<file path="config.mk">
export PLATFORM = sky130hd
export DESIGN_NAME = dec_counter_ctl
export DESIGN_NICKNAME = d
export VERILOG_FILES = /design/src/rtl/dec_counter_ctl.sv
export SDC_FILE = /design/constraint.sdc
export NUM_CORES = 1
export LEC_CHECK = 0
export ABC_AREA = 1
export BUFFER_PORTS_ARGS = -buffer_cell sky130_fd_sc_hd__buf_2
export CAP_MARGIN = 10
export CORE_AREA = 2 2 39 41
export CTS_CLUSTER_DIAMETER = 50
export DETAILED_ROUTE_END_ITERATION = 7
export DIE_AREA = 0 0 41 43
export PLACE_DENSITY = 0.59
export SKIP_LAST_GASP = 1
export SYNTH_ARGS = -nofsm -noshare
export SYNTH_HDL_FRONTEND = slang
export SYNTH_SLANG_ARGS = --single-unit
</file>
<file path="constraint.sdc">
create_clock -name clk -period 3 [get_ports clk]
set_input_delay 0.3 -clock clk [delete_from_list [all_inputs] [get_ports clk]]
set_output_delay 0.3 -clock clk [all_outputs]
set_load 0.005 [all_outputs]
</file>
<file path="src/rtl/dec_counter_ctl.sv">
// dec_counter_ctl: registered, loadable down-counter with terminal-count and borrow flags.
// Counts down by STEP from a loaded start value. It either saturates at zero (WRAP=0)
// or wraps modulo 2**WIDTH (WRAP=1).
// Optional feature macro: DEC_COUNTER_AUTO_RELOAD_EN. When it is defined, DONE reloads
// the last loaded value and the counter restarts on its own.
module dec_counter_ctl #(
    parameter int unsigned WIDTH = 4,
    parameter int unsigned STEP  = 1,
    parameter int unsigned WRAP  = 0
) (
    input  logic             clk,
    input  logic             rst_n,
    input  logic             enable,
    input  logic             load,
    input  logic [WIDTH-1:0] load_val,
    output logic [WIDTH-1:0] count,
    output logic             busy,
    output logic             zero,
    output logic             done,
    output logic             underflow
);

    typedef enum logic [1:0] {StIdle, StRun, StDone} state_t;

    localparam logic [WIDTH:0] StepExt = (WIDTH + 1)'(STEP);

    state_t           state_q, state_d;
    logic [WIDTH-1:0] count_q, count_d;
    logic             underflow_q, underflow_d;
    logic [WIDTH:0]   diff;
    logic             borrow;

    // The borrow is the top bit of a one-bit-wider unsigned subtract.
    assign diff   = {1'b0, count_q} - StepExt;
    assign borrow = diff[WIDTH];

`ifdef DEC_COUNTER_AUTO_RELOAD_EN
    logic [WIDTH-1:0] reload_q, reload_d;

    // Reload register: holds the most recently accepted load value.
    always_ff @(posedge clk or negedge rst_n) begin
        if (!rst_n) begin
            reload_q <= '0;
        end else begin
            reload_q <= reload_d;
        end
    end
`endif

    // Next-state logic: load takes priority over every other transition.
    always_comb begin
        state_d     = state_q;
        count_d     = count_q;
        underflow_d = 1'b0;
`ifdef DEC_COUNTER_AUTO_RELOAD_EN
        reload_d    = reload_q;
`endif
        if (load) begin
            count_d = load_val;
            state_d = (load_val != '0) ? StRun : StDone;
`ifdef DEC_COUNTER_AUTO_RELOAD_EN
            reload_d = load_val;
`endif
        end else begin
            case (state_q)
                StIdle: ;
                StRun: begin
                    if (enable) begin
                        if (borrow) begin
                            if (WRAP != 0) begin
                                count_d     = diff[WIDTH-1:0];
                                underflow_d = 1'b1;
                            end else begin
                                count_d = '0;
                                state_d = StDone;
                            end
                        end else if (diff[WIDTH-1:0] == '0) begin
                            count_d = '0;
                            state_d = StDone;
                        end else begin
                            count_d = diff[WIDTH-1:0];
                        end
                    end
                end
                StDone: begin
`ifdef DEC_COUNTER_AUTO_RELOAD_EN
                    count_d = reload_q;
                    state_d = (reload_q != '0) ? StRun : StDone;
`else
                    state_d = StIdle;
`endif
                end
                default: state_d = StIdle;
            endcase
        end
    end

    // State, count and underflow registers.
    always_ff @(posedge clk or negedge rst_n) begin
        if (!rst_n) begin
            state_q     <= StIdle;
            count_q     <= '0;
            underflow_q <= 1'b0;
        end else begin
            state_q     <= state_d;
            count_q     <= count_d;
            underflow_q <= underflow_d;
        end
    end

    assign count     = count_q;
    assign busy      = (state_q == StRun);
    assign done      = (state_q == StDone);
    assign zero      = (count_q == '0);
    assign underflow = (WRAP != 0) ? underflow_q : 1'b0;

endmodule

</file>
==> impl_metrics.tcl <==
set metrics [dict create \
    initial_utilization 0.323 \
    power.density_nw_per_um2 599 \
    hpwl_um 745 \
    dr.pass1.iters 4 \
    grt_util_all_layers 0.121 \
    dp_worst_setup_slack_ns 1.45 \
    yosys.area_share.simple 0.303 \
    endpoint_kind "flip-flop" \
    cts_tree "built" \
    grt_pass1_vias 375 \
    synth_xor_area_frac 0 \
    critPathLaunchType "flip-flop" \
    cpLargestDelayFamily "simple AND/OR/NAND/NOR gates" \
    drive_above_1_share 0.278 \
    muxShareOfSynthArea 0 \
    fp-row-count 14 \
    top_layer_used "met3" \
    grt_pass1_wl_um 1410 \
    diodes 0 \
    postSynthAreaPerCell_um2 7.09 \
    skew_ns 0.000571 \
    r2r_cells 13 \
    synth.area.top_cells "dfrtp_1 34%, nand2_1 14%, ha_1 8.4%" \
    clkSinkCount 6 \
    htreeDepth 1 \
    syn-num-nets 74 \
    clk_latency_ns 0.24 \
    path_clk_slew_ns 0.04 \
    crit_path_max_incr_delay_ns 0.39 \
    crit_type "reg -> reg" \
    grt_antenna_before_repair 0 \
    wl_met3_um 68 \
    vias_per_cell 4.76 \
    wl_met1_um 387 \
    synth_cell_types 17 \
    ctsResizeCount 0 \
    antenna_left 0 \
    synth.top_cell.area_share 0.336 \
    switchingPower_w 0.000128 \
    grt_overflow_total 0 \
    crit_chain "inv_1, ha_1, inv_1, nand2_1, nand2_2, nor2_2, nand2_1, nand2_1, nand2_1, nand2_1, nand2_1, nand2_1, nand2_1" \
    crit_path_start "count[0]" \
    path_depth 13 \
    p_int_w 0.000204 \
    r2r_setup_slack_ns 1.44 \
    arrival_ns 1.67 \
    num_vias 452 \
    yosys_warnings 0 \
    synth_compound_area_frac 0.151 \
    rsz0062_at_grt "false" \
    place.gp.congestion 0.744 \
    seqPwrFrac 0.356 \
    slowest_stage "dfrtp_1" \
    seq_area_frac_synth 0.336 \
    nets 92 \
    rr_startpoint "count[0]" \
    drc 0 \
    hold_viol 0 \
    r2r_end "state_q[0]" \
    max_freq_mhz 641 \
    period_minus_slack_ns 1.56 \
    wl_per_cell_um 9.46 \
    slew_viol_final 0 \
    critPathCapture "state_q[0]" \
    port_buffers 14 \
    synth_top_family_by_area "simple AND/OR/NAND/NOR gates" \
    timing.final.crit_share 0.520 \
    yosys_register_bits 6 \
    detailroute.wirelength.met2_um 443 \
    status "completed" \
    maxCapViolations 0 \
    coreArea_um2 1380 \
    p_leak_nw 0.314 \
    cts_buffer_depth 2 \
    worst-path-max-fanout 6 \
    dieHeight_um 43 \
    required_ns 3.11 \
    syn_to_final_growth_pct 24.1 \
    holdCritPathClass "in -> reg" \
    drt-initial-drc-count 6 \
    die-area_um2 1760 \
    grt_max_degree 10 \
    synth_cells 63 \
    die_w_um 41 \
    yosysTopAreaCell "dfrtp_1" \
    p_clk_frac 0.214 \
    drt-total-wl_um 899 \
    netlist_area_um2 447 \
    setup_viol 0 \
    swShare 0.385 \
    ir_worst_vdd_v 0.000337 \
    tns_ns 0 \
    clockRootBuffer "clkbuf_4" \
    p_comb_frac 0.431 \
    synthAdderAreaFrac 0.0840 \
    cts-buffers-inserted 3 \
    path_common_cell "nand2_1" \
    path_buf_inv 2 \
    cts_hold_buf 1 \
    io_pins 16 \
    post_cts_buffers 0 \
    layout_setup_ws_ns 1.44 \
]
## worst min-delay path: stages
cell and delay, ns:
buf_2 0.09, o41ai_1 0.08, nand2_1 0.06
## cell usage after synthesis, drive strengths merged
cell type and number:
nand2 19, inv 10, dfrtp 6, nor2 6, a21oi 4, a22oi 4
nand3 4, ha 3, buf 2, conb 1, nor3b 1, o21ai 1
o41ai 1, or2 1
## cell families (layout without fill, tap and decap cells)
logic type               Yosys count  count (layout)
AO/OA/AOI/OAI                     10              10
flip-flops                         6               6
adder cells (fa/ha/maj)            3               3
AND/OR/NAND/NOR                   31              31
buffers and inverters             12              28
other                              1               1
## per-stage QoR
| step | power [W] | std cells | hold slack (ns) | utilization | cell area [um^2] |
|---|---|---|---|---|---|
| after detailed placement | 0.000263 | 91 | 0.127 | 0.377 | 522 |
| after floorplan | 0.000216 | 63 | 0.00441 | - | 447 |
| after global routing | 0.000371 | 95 | 0.328 | 0.401 | 554 |
| after global placement | 0.000262 | 91 | 0.126 | 0.377 | 522 |
| final | 0.000332 | 95 | 0.324 | 0.401 | 554 |
| after CTS | 0.000339 | 95 | 0.316 | 0.401 | 554 |
## worst min path at each step
stage                      from         end  slack, ns  depth (start not counted)
finish              load_val[3]  state_q[0]       0.32                          3
global route        load_val[3]  state_q[0]       0.33                          3
detailed placement        rst_n  state_q[1]       0.13                          1
CTS                 load_val[3]  state_q[0]       0.32                          3
global placement          rst_n  state_q[1]       0.13                          1
floorplan                 rst_n    count[0]      0.004                          0
## sequential cells by signal (all words and copies together) (netlist names)
register / cells
count: 4
state_q: 2
## area by class of cell
class,instances,area [um^2]
inverters,10,37.5
flip-flops and latches,6,150
repair buffers,15,80.1
multi-input cells,45,244
clock buffers,3,22.5
well taps,16,20.0
fillers,156,830
## metal layers
metal / global-route usage / vias to the layer above
met5: 0 / -
met3: 0.0628 / 0
li1: - / 230
met4: 0.0400 / 0
met2: 0.191 / 16
met1: 0.134 / 206
## power by group through the flow
stage | registers, W | clock network [W] | logic, W
floorplan | 0.000119 | 0 | 0.0000972
global placement | 0.000120 | 0 | 0.000142
detailed placement | 0.000120 | 0 | 0.000143
CTS | 0.000119 | 0.0000754 | 0.000145
global route | 0.000120 | 0.0000855 | 0.000165
finish | 0.000118 | 0.0000710 | 0.000143
## cells in the final DEF, fill, tap and decap left out
master,count
conb_1,1
o21ai_2,1
inv_1,9
buf_2,14
nand3_1,4
dfrtp_1,6
inv_2,1
clkbuf_4,3
o41ai_1,1
nor2_1,5
nor2_2,1
nand2_1,17
nor3b_1,1
nand2_2,2
dlygate4sd3_1,1
or2_0,1
a21oi_1,4
a22oi_1,4
ha_1,3
Note: power is estimated with default switching activity, not from simulation.
